## config.mk

```make
export PLATFORM = sky130hd
export DESIGN_NAME = sample_rate_restore
export DESIGN_NICKNAME = d
export VERILOG_FILES = /design/src/rtl/sample_rate_restore.sv
export SDC_FILE = /design/constraint.sdc
export NUM_CORES = 1
export LEC_CHECK = 0
export CORE_ASPECT_RATIO = 0.5
export CORE_UTILIZATION = 40
export DETAILED_ROUTE_END_ITERATION = 8
export DONT_BUFFER_PORTS = 1
export PLACE_DENSITY_LB_ADDON = 0.3
export SETUP_SLACK_MARGIN = 0.5
export SYNTH_ARGS = -nofsm -noshare
export SYNTH_HDL_FRONTEND = slang
export SYNTH_SLANG_ARGS = --single-unit
```

## constraint.sdc

```tcl
create_clock -name sample_clk -period 4.2 [get_ports sample_clk]
set_input_delay 0.84 -clock sample_clk [delete_from_list [all_inputs] [get_ports sample_clk]]
set_output_delay 0.84 -clock sample_clk [all_outputs]
set_load 0.005 [all_outputs]
```

## src/rtl/sample_rate_restore.sv

```systemverilog
// Restores a stereo stream at one of eight input rates to a 48 kHz output.
// Optional SAMPLE_RESTORE_ROUND_EN: round half up before the decimation shift.
module sample_rate_restore #(
  parameter int CH_BITS     = 16,
  parameter int FIFO_DEPTH  = 4,
  parameter int TICK_DIV    = 256,
  parameter int PRIME_LEVEL = 2
) (
  input  logic                   sample_clk,
  input  logic                   reset_n,
  input  logic [2:0]             rate_sel,
  input  logic                   in_valid,
  input  logic [2*CH_BITS-1:0]   in_data,
  output logic                   out_valid,
  output logic [2*CH_BITS-1:0]   out_data,
  output logic                   running,
  output logic                   underflow,
  output logic                   overflow
);

  localparam int AW = CH_BITS + 5;
  localparam int PW = $clog2(FIFO_DEPTH);
  localparam int TW = $clog2(TICK_DIV);
  localparam int DW = 2 * CH_BITS;

  localparam logic [0:0] S_SYNC = 1'b0;
  localparam logic [0:0] S_RUN  = 1'b1;

  logic [2:0]           rate_q;
  logic                 chg;
  logic                 decim;
  logic [2:0]           shamt;
  logic [4:0]           phase_last;
  logic [1:0]           hold_last;

  logic signed [AW-1:0] acc_l_q, acc_r_q;
  logic signed [AW-1:0] sum_l, sum_r, rnd, res_l, res_r;
  logic [4:0]           phase_q;
  logic                 push_q;
  logic [DW-1:0]        push_data_q;

  logic [DW-1:0]        mem [FIFO_DEPTH];
  logic [PW-1:0]        wr_q, rd_q;
  logic [PW:0]          cnt_q;
  logic                 full, empty, push_ok;

  logic [0:0]           state_q, state_d;
  logic [TW-1:0]        tick_q;
  logic [1:0]           hold_q;
  logic                 tick, pop_due, pop;
  logic [DW-1:0]        data_q;
  logic                 uf_q, of_q;

  // Rate decode and change detection against last cycle's code.
  always_comb begin
    chg        = rate_sel != rate_q;
    decim      = rate_sel <= 3'd5;
    shamt      = decim ? 3'd5 - rate_sel : 3'd0;
    phase_last = 5'((6'd1 << shamt) - 6'd1);
    unique case (rate_sel)
      3'd6:    hold_last = 2'd1;
      3'd7:    hold_last = 2'd3;
      default: hold_last = 2'd0;
    endcase
  end

  // Per-channel sum including the current sample, rounded and shifted.
  always_comb begin
    sum_l = acc_l_q + {{5{in_data[CH_BITS-1]}}, in_data[CH_BITS-1:0]};
    sum_r = acc_r_q + {{5{in_data[DW-1]}}, in_data[DW-1:CH_BITS]};
`ifdef SAMPLE_RESTORE_ROUND_EN
    rnd = (shamt != 3'd0) ? (AW'(1) << (shamt - 3'd1)) : '0;
`else
    rnd = '0;
`endif
    res_l = (sum_l + rnd) >>> shamt;
    res_r = (sum_r + rnd) >>> shamt;
  end

  // Accumulate or pass samples into a one-cycle push register.
  always_ff @(posedge sample_clk or negedge reset_n) begin
    if (!reset_n) begin
      rate_q      <= '0;
      acc_l_q     <= '0;
      acc_r_q     <= '0;
      phase_q     <= '0;
      push_q      <= 1'b0;
      push_data_q <= '0;
    end else begin
      rate_q <= rate_sel;
      push_q <= 1'b0;
      if (chg) begin
        acc_l_q <= '0;
        acc_r_q <= '0;
        phase_q <= '0;
      end else if (in_valid) begin
        if (!decim) begin
          push_q      <= 1'b1;
          push_data_q <= in_data;
        end else if (phase_q == phase_last) begin
          push_q      <= 1'b1;
          push_data_q <= {res_r[CH_BITS-1:0], res_l[CH_BITS-1:0]};
          acc_l_q     <= '0;
          acc_r_q     <= '0;
          phase_q     <= '0;
        end else begin
          acc_l_q <= sum_l;
          acc_r_q <= sum_r;
          phase_q <= phase_q + 5'd1;
        end
      end
    end
  end

  // Tick, pop and push qualification.
  always_comb begin
    full    = cnt_q == (PW+1)'(FIFO_DEPTH);
    empty   = cnt_q == '0;
    tick    = (state_q == S_RUN) && (tick_q == TW'(TICK_DIV - 1)) && !chg;
    pop_due = tick && (hold_q == 2'd0);
    pop     = pop_due && !empty;
    push_ok = push_q && !chg && (!full || pop);
  end

  // FIFO storage; contents need no reset.
  always_ff @(posedge sample_clk) begin
    if (push_ok) mem[wr_q] <= push_data_q;
  end

  // FIFO pointers and occupancy; a rate change empties it.
  always_ff @(posedge sample_clk or negedge reset_n) begin
    if (!reset_n) begin
      wr_q  <= '0;
      rd_q  <= '0;
      cnt_q <= '0;
    end else if (chg) begin
      wr_q  <= '0;
      rd_q  <= '0;
      cnt_q <= '0;
    end else begin
      if (push_ok) wr_q <= wr_q + PW'(1);
      if (pop)     rd_q <= rd_q + PW'(1);
      cnt_q <= cnt_q + (PW+1)'(push_ok) - (PW+1)'(pop);
    end
  end

  // Next state: prime in SYNC, run until the rate changes.
  always_comb begin
    state_d = state_q;
    if (chg)
      state_d = S_SYNC;
    else if (state_q == S_SYNC && cnt_q >= (PW+1)'(PRIME_LEVEL))
      state_d = S_RUN;
  end

  // Output tick counter, hold counter, output word and sticky flags.
  always_ff @(posedge sample_clk or negedge reset_n) begin
    if (!reset_n) begin
      state_q <= S_SYNC;
      tick_q  <= '0;
      hold_q  <= '0;
      data_q  <= '0;
      uf_q    <= 1'b0;
      of_q    <= 1'b0;
    end else begin
      state_q <= state_d;
      if (chg || state_q == S_SYNC)
        tick_q <= '0;
      else if (tick_q == TW'(TICK_DIV - 1))
        tick_q <= '0;
      else
        tick_q <= tick_q + TW'(1);
      if (chg)
        hold_q <= '0;
      else if (tick)
        hold_q <= (hold_q == hold_last) ? 2'd0 : hold_q + 2'd1;
      if (pop) data_q <= mem[rd_q];
      if (pop_due && empty) uf_q <= 1'b1;
      if (push_q && !chg && full && !pop) of_q <= 1'b1;
    end
  end

  assign out_valid = tick;
  assign out_data  = pop ? mem[rd_q] : data_q;
  assign running   = state_q == S_RUN;
  assign underflow = uf_q;
  assign overflow  = of_q;

endmodule

```

==> flow_summary_export.csv <==
group,metric,value,unit
run_status,status,"complete, but fails checks",
run_status,violations,"negative hold slack",
grt,grtUsageTotal,22.28,%
clock_tree,worstSkewPairLatency,0.56,ns
sta,final.setup.tns,0,ns
grt,gr-total-overflow,0,
finish,nNetsFinal,1429,
route,wirelength,42310,um
grt,grt_first_pass_wirelength,64740,um
setup_path,required,3.36,ns
clock_tree,numCtsBuffers,26,
worst_hold_path,hold_path.class,"input port to async pin",
setup_path,path_class,"flip-flop to output pin",
synthesis,syn_area_per_cell,11.05,um2
power_and_ir_drop,p_leak,6.429,nW
synthesis,synth_edf_count,128,
setup_path,crit_path_start_kind,"flip-flop",
route,wire_per_inst,23.03,um
die,die-area,0.03754,mm2
route,drt_iter0_drc,1158,
die,start_util,40.75,%
place,dp_hpwl,29220,um
place,port_buffers,0,
setup_path,crit_arrival,2.76,ns
clock_tree,h-tree-depth,1,
sta,finalHoldViolCount,37,
sta,worst_slew_pin_slew,0.8503,ns
route,viasPerCell,6.142,
finish,syn2layout_area_growth,12.67,%
synthesis,synth_most_common_cell,"dfrtp_1",
die,ios,74,
clock_tree,cts_root_buffer,"clkbuf_16",
power_and_ir_drop,power_density,393.6,mW/mm2
synthesis,synth.largest_area_cell,"edfxtp_1",
finish,drive_above_1_share,15.52,%
grt,antenna_found_initial,2,
clock_tree,clkTransAtPathRegs,0.07,ns
synthesis,synth_top_area_share,26.17,%
sta,setup_viol,0,
grt,grt_max_degree,136,
synthesis,yosys_register_bits,263,
place,placed_area,0.01549,mm2
synthesis,synth_top_cells_by_count,"dfrtp_1, nand2_1, edfxtp_1",
synthesis,async_flop_share,51.33,%
route,num_vias,11280,
finish,stdcell_area,0.01655,mm2
sta,min_period,3.600,ns
die,coreArea,0.03605,mm2
sta,holdWs,-0.02016,ns
synthesis,syn_area,0.01469,mm2
sta,timing.fmax,277.7,MHz
route,ant_nets,0,
finish,diodes,0,
synthesis,synth.top_cells.by_area,"edfxtp_1, dfrtp_1, mux4_2",
clock_tree,cts_num_sinks,263,
synthesis,synth-main-ff-cell,"dfrtp_1",
sta,rsz0062_at_grt,"yes",
synthesis,ys_seq_area_share,49.17,%
grt,grt_pass1_vias,10940,
synthesis,syn_nets,1425,
clock_tree,clockBufferDepth,3,
place,gp_congestion,0.9693,
sta,skew,0.01445,ns
die,die_h,137.5,um
flow_run,drv_cap,0,
sta,relSlewSlack,43.31,%
synthesis,netlist_instances,1329,
route,dr.pass1.iters,6,
power_and_ir_drop,ir_drop,0.2866,mV
die,rows,49,
synthesis,yosysWarnings,0,
sta,timing.final.crit_share,85.72,%
setup_path,cp_max_fo,7,
route,drc_errors,0,
clock_tree,cts_tree,"yes",
sta,slew_violations,0,
setup_path,endpoint_kind,"output pin",
synthesis,yosysUniqueCellTypes,88,
die,die_w,273.0,um
what timing repair did:
item                                    CTS  global route
hold endpoints to repair                135           132
buffers inserted                          1             7
pin swaps                                 0             1
cloned                                    0             2
resized for setup                         0            10
endpoints found under the setup margin   24            32
worst max-delay path, stage by stage (launching register included):
cell	delay [ns]
dfrtp_1	0.40
xnor2_2	0.30
and3_1	0.27
and3_4	0.22
nand2_2	0.08
a21oi_4	0.21
buf_6	0.18
clkbuf_16	0.16
mux2_2	0.36
worst paths after layout:
kind,from,to,slack (ns),depth (start not counted)
worst min-delay path,reset_n,tick_q[5],-0.02,0
worst max register to register,acc_r_q[11],push_data_q[29],0.77,9
min in group sample_clk,rate_sel[2],rate_q[2],0.30,0
worst max-delay path,rate_q[2],out_data[18],0.60,8
max in group asynchronous,reset_n,data_q[6],3.98,0
worst min register to register,acc_l_q[13],acc_l_q[13],0.49,2
cells by family after synthesis:
family                     synth area share (%)
muxes                                     9.140
xor gates and xnor gates                  2.624
and+or+nand+nor                           13.19
adders and majority gates                 5.094
AOI/OAI and AO/OA                         17.79
buffers and inverters                     2.998
DFF                                       49.17
sequential cells by signal (all words and copies together) (netlist names):
name,cells
acc_l_q,21
acc_r_q,21
cnt_q,3
data_q,32
hold_q,2
mem,128
overflow,1
phase_q,5
push_data_q,32
push_q,1
rate_q,3
rd_q,2
running,1
tick_q,8
underflow,1
wr_q,2
final cells by class:
| class | count | area, um2 |
|---|---|---|
| multi-input combinational | 959 | 7197 |
| fill | 3256 | 19500 |
| clock inverter | 13 | 173.9 |
| timing repair buffer | 52 | 483.0 |
| tap | 484 | 605.6 |
| inverter | 31 | 133.9 |
| clock buffer | 35 | 734.5 |
| sequential | 263 | 7223 |
power by group:
group,total [mW],switching [mW],internal [mW],leakage (nW)
Sequential,3.20,0.245,2.96,2.99
Clock,2.48,1.05,1.43,0.432
Combinational,0.834,0.507,0.326,3.01
Total,6.52,1.80,4.71,6.43
routing by layer:
| metal | global-route usage (%) | up-vias | part of all wire (%) |
|---|---|---|---|
| met5 | 0 | - | 0.031 |
| met2 | 35.17 | 412 | 46 |
| met3 | 3.730 | 71 | 6.8 |
| met4 | 5.928 | 2 | 2.5 |
| li1 | - | 5119 | - |
| met1 | 31.80 | 5678 | 45 |
cells in the final DEF, fill, tap and decap left out, types with 35 or more instances in the layout:
cell type / instances
dfrtp_1: 134
nand2_1: 129
edfxtp_1: 128
nor2_1: 78
a21oi_1: 57
o21ai_0: 57
ha_1: 53
buf_4: 44
nand3_1: 37
mux4_2: 35
metrics by stage:
step,util [%],setup slack (ns),total power [mW],instances
floorplan,-,0.01162,3.717,1329
global placement,42.96,0.2958,4.016,1779
detailed placement,42.96,0.1895,4.055,1779
CTS,45.51,0.5069,6.539,1828
global route,45.91,0.4865,6.733,1837
finish,45.91,0.5996,6.515,1837
Note: power is estimated with default switching activity, not from simulation.
